[config.mk]
export PLATFORM = sky130hd
export DESIGN_NAME = pipe_collision_scorer
export DESIGN_NICKNAME = d
export VERILOG_FILES = /design/src/rtl/pipe_collision_scorer.sv
export SDC_FILE = /design/constraint.sdc
export NUM_CORES = 1
export LEC_CHECK = 0
export BUFFER_PORTS_ARGS = -buffer_cell sky130_fd_sc_hd__buf_2
export CORE_AREA = 2 2 74 83
export DETAILED_ROUTE_END_ITERATION = 8
export DIE_AREA = 0 0 76 85
export PLACE_DENSITY_LB_ADDON = 0.25
export SYNTH_ARGS = -nofsm -noshare
export SYNTH_HDL_FRONTEND = slang
export SYNTH_SLANG_ARGS = --single-unit
export TNS_END_PERCENT = 1
[constraint.sdc]
create_clock -name clk -period 3.3 [get_ports clk]
set_input_delay 0.495 -clock clk [delete_from_list [all_inputs] [get_ports clk]]
set_output_delay 0.495 -clock clk [all_outputs]
set_load 0.05 [all_outputs]
[src/rtl/pipe_collision_scorer.sv]
// -----------------------------------------------------------------------------
// pipe_collision_scorer
//
// Purpose:
//   Once per frame (rising edge of `move`), this block checks the bird against
//   the current pipe and the floor. It runs the IDLE/PLAY/HIT game state
//   machine and keeps the current score and the best score for the overlay
//   renderer. Results appear on the clock edge that ends the frame cycle, so
//   the latency is one clock.
//
// Ports:
//   clk          in   1   system clock
//   RESET_GAME_N in   1   asynchronous active-low reset
//   move         in   1   frame tick level; a rising edge marks one frame
//   start        in   1   single-cycle start/restart request
//   bird_y       in  11   bird sprite top y
//   pipe_x       in  11   pipe left x (wraps from 0 back to 1023)
//   pipe_y       in  11   pipe gap centre y
//   state        out  2   00 IDLE, 01 PLAY, 10 HIT
//   collision    out  1   one-clock pulse after a PLAY frame that hit
//   game_over    out  1   high while in HIT
//   score        out 10   current score (saturates at SCORE_MAX)
//   best_score   out 10   highest score since reset
// -----------------------------------------------------------------------------
module pipe_collision_scorer #(
   parameter int unsigned BIRD_X    = 100,
   parameter int unsigned BIRD_W    = 24,
   parameter int unsigned BIRD_H    = 24,
   parameter int unsigned PIPE_W    = 60,
   parameter int unsigned GAP_HALF  = 80,
   parameter int unsigned FLOOR_Y   = 560,
   parameter int unsigned SCORE_MAX = 999
) (
   input  logic        clk,
   input  logic        RESET_GAME_N,
   input  logic        move,
   input  logic        start,
   input  logic [10:0] bird_y,
   input  logic [10:0] pipe_x,
   input  logic [10:0] pipe_y,
   output logic [1:0]  state,
   output logic        collision,
   output logic        game_over,
   output logic [9:0]  score,
   output logic [9:0]  best_score
);

   typedef enum logic [1:0] {
      ST_IDLE = 2'b00,
      ST_PLAY = 2'b01,
      ST_HIT  = 2'b10
   } state_t;

   // Geometry is compared in 12 bits so that sums such as pipe_x + PIPE_W
   // never wrap.
   localparam logic [11:0] BIRD_X_C    = 12'(BIRD_X);
   localparam logic [11:0] BIRD_W_C    = 12'(BIRD_W);
   localparam logic [11:0] BIRD_H_C    = 12'(BIRD_H);
   localparam logic [11:0] PIPE_W_C    = 12'(PIPE_W);
   localparam logic [11:0] GAP_HALF_C  = 12'(GAP_HALF);
   localparam logic [11:0] FLOOR_Y_C   = 12'(FLOOR_Y);
   localparam logic [11:0] BIRD_R_C    = 12'(BIRD_X + BIRD_W);
   localparam logic [9:0]  SCORE_MAX_C = 10'(SCORE_MAX);

   // Saturating score increment.
   function automatic logic [9:0] sat_inc(input logic [9:0] v);
      if (v >= SCORE_MAX_C) begin
         return SCORE_MAX_C;
      end else begin
         return v + 10'd1;
      end
   endfunction

   // Larger of two scores.
   function automatic logic [9:0] max10(input logic [9:0] a, input logic [9:0] b);
      if (a >= b) begin
         return a;
      end else begin
         return b;
      end
   endfunction

   state_t      state_q, state_d;
   logic        move_q;
   logic        collision_q, collision_d;
   logic        game_over_q, game_over_d;
   logic        passed_q, passed_d;
   logic [9:0]  score_q, score_d;
   logic [9:0]  best_q, best_d;

   logic        frame_s;
   logic [11:0] bird_y_s, bird_bot_s, pipe_x_s, pipe_r_s, pipe_y_s;
   logic [11:0] gap_top_s, gap_bot_s;
   logic        x_overlap_s, hit_s, pass_s, rearm_s;

   // Geometry and event decode for the current frame inputs.
   always_comb begin
      frame_s   = move & ~move_q;
      bird_y_s  = {1'b0, bird_y};
      pipe_x_s  = {1'b0, pipe_x};
      pipe_y_s  = {1'b0, pipe_y};
      bird_bot_s = bird_y_s + BIRD_H_C;
      pipe_r_s  = pipe_x_s + PIPE_W_C;
      gap_bot_s = pipe_y_s + GAP_HALF_C;
      if (pipe_y_s < GAP_HALF_C) begin
         gap_top_s = 12'd0;
      end else begin
         gap_top_s = pipe_y_s - GAP_HALF_C;
      end
      x_overlap_s = (pipe_x_s < BIRD_R_C) && (pipe_r_s > BIRD_X_C);
      hit_s = (x_overlap_s && ((bird_y_s < gap_top_s) || (bird_bot_s > gap_bot_s)))
              || (bird_bot_s >= FLOOR_Y_C);
      pass_s  = (pipe_r_s <= BIRD_X_C) && !passed_q;
      // The pipe is fully to the right of the bird again after wrapping.
      rearm_s = (pipe_x_s >= BIRD_R_C);
   end

   // Next-state logic for the game FSM and the score registers.
   always_comb begin
      state_d     = state_q;
      score_d     = score_q;
      best_d      = best_q;
      passed_d    = passed_q;
      game_over_d = game_over_q;
      collision_d = 1'b0;
      case (state_q)
         ST_IDLE: begin
            // A frame that arrives with start is skipped.
            if (start) begin
               state_d     = ST_PLAY;
               score_d     = 10'd0;
               passed_d    = 1'b0;
               game_over_d = 1'b0;
            end else begin
               state_d = ST_IDLE;
            end
         end
         ST_PLAY: begin
            if (frame_s) begin
               if (hit_s) begin
                  // A hit takes priority over a pass in the same frame.
                  state_d     = ST_HIT;
                  collision_d = 1'b1;
                  game_over_d = 1'b1;
                  best_d      = max10(best_q, score_q);
               end else if (pass_s) begin
                  score_d  = sat_inc(score_q);
                  passed_d = 1'b1;
               end else if (rearm_s) begin
                  passed_d = 1'b0;
               end else begin
                  passed_d = passed_q;
               end
            end else begin
               state_d = ST_PLAY;
            end
         end
         ST_HIT: begin
            if (start) begin
               state_d     = ST_PLAY;
               score_d     = 10'd0;
               passed_d    = 1'b0;
               game_over_d = 1'b0;
            end else begin
               state_d = ST_HIT;
            end
         end
         default: begin
            state_d     = ST_IDLE;
            score_d     = 10'd0;
            passed_d    = 1'b0;
            game_over_d = 1'b0;
         end
      endcase
   end

   // State, score and frame-edge registers.
   always_ff @(posedge clk or negedge RESET_GAME_N) begin
      if (!RESET_GAME_N) begin
         state_q     <= ST_IDLE;
         move_q      <= 1'b0;
         collision_q <= 1'b0;
         game_over_q <= 1'b0;
         passed_q    <= 1'b0;
         score_q     <= 10'd0;
         best_q      <= 10'd0;
      end else begin
         state_q     <= state_d;
         move_q      <= move;
         collision_q <= collision_d;
         game_over_q <= game_over_d;
         passed_q    <= passed_d;
         score_q     <= score_d;
         best_q      <= best_d;
      end
   end

   assign state      = state_q;
   assign collision  = collision_q;
   assign game_over  = game_over_q;
   assign score      = score_q;
   assign best_score = best_q;

endmodule
Yosys cells after proc, flatten, opt, wreduce, memory -nomap -nowiden
Index checks and enable logic that the tools add are counted.

word-level totals
  register bits = 26
  input port bits = 37
  logic and storage cells = 70
  output and inout bits = 24

operators by class
  $add $sub $neg = 5
  reduce and logical (&&, ||, !) cells = 12
  mux-type cells = 24
  magnitude comparators = 10
  equality and inequality tests = 9
  bitwise gates (word level) = 3

operators by type and width
  cell                                                                            count
  10-bit 2-to-1 mux                                                               5
  11-bit by 7-bit less-than comparator with 1-bit output (second input constant)  2
  10-bit case mux with 2 select lines                                             1
  11-bit by 5-bit adder with 12-bit output (second input constant)                1
  11-bit by 6-bit adder with 12-bit output (second input constant)                1
  11-bit by 7-bit adder with 12-bit output (second input constant)                1
  12-bit by 10-bit >= comparator with 1-bit output (second input constant)        1
  12-bit > comparator                                                             1
  12-bit by 7-bit > comparator with 1-bit output (second input constant)          1
  12-bit by 7-bit <= comparator with 1-bit output (second input constant)         1
  11-bit by 12-bit less-than comparator with 1-bit output                         1
  12-bit 2-to-1 mux                                                               1
  4-bit AND reduction                                                             3
  11-bit by 7-bit subtractor with 12-bit output (second input constant)           1
  11-bit by 7-bit >= comparator with 1-bit output (second input constant)         1
  1-bit 2-to-1 mux                                                                11
  10-bit by 1-bit adder with 10-bit output (second input constant)                1
  10-bit >= comparator                                                            1
  10-bit >= comparator (second input constant)                                    1
  2-bit != test (second input constant)                                           4
  2-bit 2-to-1 mux                                                                3
  3-bit != test (second input constant)                                           2
  2-bit case mux with 3 select lines                                              1
  1-bit case mux with 2 select lines                                              2
  other kinds (11)                                                                15

Logic depth before layout (Yosys ltp)
Gate-level depths: netlist of run 1.

  depth after elaboration = 9
  gate-level depth with buffers = 14
  mapped depth without buffers = 14

Worst setup path after synthesis of run 1
OpenSTA, ideal clock, no wires.

  path kind = in2reg
  start = input port bird_y[3]
  end = register best_q[0], in the netlist best_score[0]
  setup time = 125 ps
  setup slack = 188 ps
  stages = 12
  arrival time = 2987 ps
  required time = 3175 ps
  path buffers = 0
  cells stage by stage = inv_1 > ha_1 > or2b_1 > nor2_1 > xor2_1 > ha_1 > a21oi_1 > o21ai_0 > nor3_1 > o41ai_2 > o211ai_4 > mux2_2

between the ends
  word-level cells in the longest chain between the ends = 6

RTL lines
  what                                      line  text
  start: declaration                        38    input logic [10:0] bird_y,
  11-bit by 5-bit adder with 12-bit output  102   bird_bot_s = bird_y_s + BIRD_H_C;
  12-bit > comparator                       111   hit_s = (x_overlap_s && ((bird_y_s < gap_top_s) || (bird_bot_s > gap_bot_s)))
  1-bit logical OR                          111
  1-bit logical AND                         111
  1-bit logical OR (*)                      112   || (bird_bot_s >= FLOOR_Y_C);
  4-bit AND reduction (no line) (*)         -
  end signal: assignment                    194   best_q <= best_d;
  end: declaration                          89    logic [9:0] best_q, best_d;

Every way passes the cells marked *; elsewhere a longest branch is shown, timed or not.
A chain may end at the register's enable or synchronous reset.

Worst setup path after layout of run 1
  start = input port bird_y[4]
  end = register best_q[8], in the netlist best_score[8]

Same word-level chain as after synthesis.

==> metrics.txt, run 1 <==
Hold WC Path Type=in2async; routability cong.=0.848; Worst Path Arrival=3160 ps; pin slew with the least headroom to its limit=627 ps; Final TNS setup=0 ps; largest net degree at the start of global routing=27; Placeable Area=5620 um2; number of synthesized flops with an enable pin=0; first-pass GRT wire length=9880 um; Die Ht=85 um; Worst Setup Start Kind=input port; CTS sink count=26; register area share after synthesis=0.263; n_diodes=0; die width=between 70 and 80 um; pwr dens=506 nW/um2; post-route setup slack=301 ps; Initial DRC Count=171; layout cell share with drive strength beyond 1=0.278; commonest non-fill, non-tap cell in the layout=buf_2; CP bufs+invs=3; final-report setup violation count=0; Ports=61; worst-path cell chain=buf_2, inv_1, ha_1, or2b_1, nor2_1, xor2_1, ha_1, a21oi_1, o21ai_0, nor3_1, o41ai_2, o211ai_4, buf_12, mux2_2; I/O Buffers=60; minimum clock period=3000 ps; max frequency=0.333 GHz; Max VDD drop=0.198 mV; Max clock buf depth=2; synthesized cell area=2470 um2; post-layout util=0.535; pre-CTS setup slack=-58.9 ps; Final nets=426; largest family of logic cells by synthesized area=compound AO/OA/AOI/OAI gates; syn_area_per_cell=8.78 um2; total CTS buffers=3; ys async rst share=1.00; Top FF cell, synth=dfrtp_1; Overflow after GRT=0; initial antenna violation count=0; complex-gate fraction of the synthesized area=0.210; Finished Layout Cells=429; wire per inst=13.7 um; latest clock arrival within the worst-skew pair=280 ps; Crit Path Max Fanout=10; Synth Area in XOR/XNOR=0.0460; Critical Path Max Stage Delay=330 ps; GRT Util Overall=0.185; CP most frequent cell=ha_1; cts hold-fix bufs=0; PostCTS Resize Cnt=0; DRC errors left=0; post-synth net total=355; Final ANT Viol Nets=0; Post-DP HPWL=4830 um; commonest cells after routing, fill and taps aside=buf_2, ha_1, dfrtp_1; Final Hold Viols=0; Syn Inst Count=282; leakage=around 1.5 nW; worst path required time=~3500 ps; Clock Tree Root=clkbuf_8; CTS tree=built; WL final=5890 um; synth warn=0; H-Tree Depth=1; clock skew=between 4 and 5 ps; Crit-path slowest cell=mux2_2; Yosys reg bits=26; Die ar.=approximately 6500 um2; crit path kind=in2reg; crit end category=flip-flop; Adder-Cell Fraction of Synth Area=0.182; status=completed; CP delay by family, top=compound AO/OA/AOI/OAI gates; row cnt=29; Via Count=2,314; first-pass iteration count of the detailed router=4; final worst path period share=0.909; Worst-path clk slew=around 90 ps; max cap viols=0; Yosys cell types=52; synth-to-layout area growth=21.6%; vias in the first global route=2,265; Slew HR=0.579; Slew Limit Fails=0; post-synthesis simple-gate area fraction=0.205; Via density=5.39; placed cells=424; post-synthesis mux area share=0.0501; Initial Util=0.440; Fill cells=between 500 and 600
[per-layer routing]
metal,global-route usage,part of all wire,wire (um),vias to the layer above
met4,0.0694,0.019,110,0
met5,0,0,0,-
met2,0.353,0.52,3040,50
li1,-,-,-,1180
met3,0.0138,0.030,179,9
met1,0.218,0.43,2560,1075
[cell usage after synthesis (3+ instances only)]
| library cell | number | share of area |
|---|---|---|
| ha_1 | 36 | 0.18 |
| dfrtp_1 | 26 | 0.26 |
| nand2_1 | 25 | 0.038 |
| a21oi_1 | 22 | 0.044 |
| inv_1 | 22 | 0.033 |
| o21ai_0 | 16 | 0.032 |
| mux2_2 | 11 | 0.050 |
| nand3_1 | 10 | 0.020 |
| nor2_1 | 10 | 0.015 |
| xor2_1 | 8 | 0.028 |
| nor3_1 | 7 | 0.014 |
| and3_1 | 6 | 0.015 |
| nand2b_1 | 6 | 0.015 |
| nand4_1 | 5 | 0.013 |
| nor2b_1 | 5 | 0.013 |
| xnor2_1 | 5 | 0.018 |
| a31oi_1 | 4 | 0.010 |
| nor4_1 | 4 | 0.010 |
| o21bai_1 | 4 | 0.012 |
| a21o_1 | 3 | 0.0091 |
| nand3b_1 | 3 | 0.0091 |
| o22a_1 | 3 | 0.011 |
| or2_2 | 3 | 0.0076 |
[stage by stage]
step	power [mW]	instance area, um2	hold WS, ps
after floorplan	1.04	2470	199
after global placement	1.24	2920	496
after detailed placement	1.25	2920	499
after CTS	1.52	2990	223
after global routing	1.64	3010	251
final	1.52	3010	217
[repair_timing]
item,in CTS,in global routing
endpoints found under the hold margin,0,0
buffers inserted,0,1
setup endpoints to repair,0,10
[flip-flops by register name, summed over array words and instances (netlist names)]
register / count
best_score: 10
collision: 1
game_over: 1
move_q: 1
passed_q: 1
score: 10
state: 2
[where the power goes]
| part | leakage, nW | switching, mW | total [mW] | internal [mW] |
|---|---|---|---|---|
| logic | 1.11 | 0.529 | 0.823 | 0.294 |
| clock network | 0.0357 | 0.103 | 0.266 | 0.163 |
| registers | 0.352 | 0.0596 | 0.434 | 0.374 |
| total | 1.50 | 0.692 | 1.52 | 0.831 |
[path summary, 6_finish.rpt]
kind,depth (start not counted),slack (ps),start,endpoint
worst max register to register,8,920,score[6],best_score[8]
worst min-delay path,1,220,RESET_GAME_N,collision
max in group asynchronous,1,2690,RESET_GAME_N,best_score[7]
min in group clk,1,350,move,move_q
worst min register to register,1,520,game_over,game_over
worst max-delay path,14,300,bird_y[4],best_score[8]
[logic make-up after synthesis]
logic type               Yosys count
adder cells (fa/ha/maj)           36
flip-flops                        26
XOR/XNOR                          13
AND/OR/NAND/NOR                   94
buffers and inverters             27
multiplexers                      11
AO/OA/AOI/OAI                     75
[final cells by class]
type,instances,area [um2],share of cell area
well taps,77,96.3,0.0320
clock inverters,1,30.0,0.00998
multi-input cells,229,1710,0.569
flip-flops and latches,26,651,0.216
clock buffers,3,41.3,0.0137
inverters,22,82.6,0.0274
repair buffers,71,395,0.131
[worst register-to-register path, stage by stage, from the launching register on]
cell      delay (ps)
dfrtp_1          490
inv_1            100
ha_1             310
o211ai_1         140
a211oi_1         370
o32ai_1          230
o211ai_4         140
buf_12           160
mux2_2           330
No activity file was read; power rests on OpenSTA's default activity.
==> inputs of run 2 (changes only) <==
- clock period: 3.3 -> 3.4 ns (I/O delays scaled with it)
==> metrics.txt, run 2 (same netlist as run 1, synthesis figures left out) <==
status=completed; Hold WC Path Type=in2async; vias in the first global route=2,248; Final Hold Viols=0; Worst Path Arrival=3260 ps; Final nets=422; pin slew with the least headroom to its limit=between 600 and 700 ps; Via density=5.48; I/O Buffers=60; final worst path period share=0.909; synth-to-layout area growth=19.9%; largest net degree at the start of global routing=27; latest clock arrival within the worst-skew pair=280 ps; total CTS buffers=3; crit path kind=in2reg; Initial Util=0.440; max frequency=between 0.3 and 0.4 GHz; commonest non-fill, non-tap cell in the layout=buf_2; Via Count=2,331; Worst path depth=13; first-pass GRT wire length=10,100 um; commonest cells after routing, fill and taps aside=buf_2, ha_1, dfrtp_1; routability cong.=around 0.82; Critical Path Max Stage Delay=380 ps; Crit-path slowest cell=o211ai_4; DRC errors left=0; pwr dens=494 nW/um2; Initial DRC Count=120; Worst R2R Path Depth=7; row cnt=29; Max VDD drop=0.279 mV; CTS tree=built; Post-DP HPWL=4860 um; Max clock buf depth=2; CP bufs+invs=2; Crit Path Max Fanout=10; Overflow after GRT=0; worst-path cell chain=buf_2, inv_1, ha_1, or2b_1, nor2_1, xor2_1, ha_1, a21oi_1, o21ai_0, nor3_1, o41ai_2, o211ai_4, mux2_2; clock share of power=0.177; WL final=5990 um; layout cell share with drive strength beyond 1=0.270; Final ANT Viol Nets=0; Slew HR=0.558; Slew Limit Fails=0; H-Tree Depth=1; sw frac=0.458; PostCTS Resize Cnt=0; Worst Setup Start Kind=input port; wire per inst=14.1 um; Worst-path clk slew=90 ps; cts hold-fix bufs=0; crit end category=flip-flop; Placeable Area=5620 um2; Die ar.=6460 um2; initial antenna violation count=0; first-pass iteration count of the detailed router=4; met1 Track Usage GR=0.229; Die Ht=85 um; Ports=61; minimum clock period=3090 ps; Final TNS setup=0 ps; CP delay by family, top=compound AO/OA/AOI/OAI gates; clock skew=between 3 and 4 ps; post-layout util=0.528; RSZ-0062 raised after global routing=false; Gate power share=0.536; P_int=794 uW; final-report setup violation count=0; Clock Tree Root=clkbuf_8; Post-CTS Setup Inserts=0; part of the power in registers=0.287; leakage=1.48 nW; CTS sink count=26; max cap viols=0; GRT Util Overall=0.188; NetSw=672 uW; die width=76 um; GR Util met3=0.00851; n_diodes=0; worst path required time=between 3000 and 4000 ps; met2 GRT Util=0.347; CP most frequent cell=ha_1; global route hottest layer=met2
[run 2: cell count changes in the layout (fill, tap and decap cells not counted), sizes merged]
cell  before  now
buf       71   67
[run 2: layout make-up]
| class | instances | area [um2] |
|---|---|---|
| Fill cell | 566 | 2660 |
| Multi-Input combinational cell | 229 | 1710 |
| Sequential cell | 26 | 651 |
| Timing Repair Buffer | 67 | 353 |
| Tap cell | 77 | 96.3 |
| Inverter | 22 | 82.6 |
| Clock buffer | 3 | 41.3 |
| Clock inverter | 1 | 30.0 |
[run 2: path summary, 6_finish.rpt]
| path | startpoint | end | slack, ps |
|---|---|---|---|
| setup / recovery | bird_y[3] | best_score[1] | 310 |
| hold / removal | RESET_GAME_N | collision | 220 |
| setup reg to reg | score[6] | best_score[1] | 1060 |
| hold reg to reg | game_over | game_over | 520 |
| max in group asynchronous | RESET_GAME_N | score[6] | 2800 |
| min in group clk | move | move_q | 360 |
[run 2: metal layers]
metal | vias to the layer above | wire length [um]
li1 | 1168 | -
met1 | 1071 | 2530
met2 | 78 | 3030
met3 | 14 | 246
met4 | 0 | 182
met5 | - | 0
[run 2: power groups by stage]
stage               sequential (mW)  combinational (mW)  clock, mW
finish                        0.421               0.786      0.259
global route                  0.431               0.868      0.273
CTS                           0.421               0.789      0.262
detailed placement            0.427               0.786          0
global placement              0.426               0.772          0
floorplan                     0.606               0.406          0
[run 2: through the flow]
stage	worst slack (ps)	std cells	hold WS, ps	cell area (um2)	power (mW)
4_1_cts	306	425	245	2970	1.47
6_report	309	425	222	2970	1.47
2_1_floorplan	273	282	214	2470	1.01
3_3_place_gp	122	421	495	2900	1.20
3_5_place_dp	17.4	421	498	2900	1.21
5_1_grt	97.2	425	266	2970	1.57
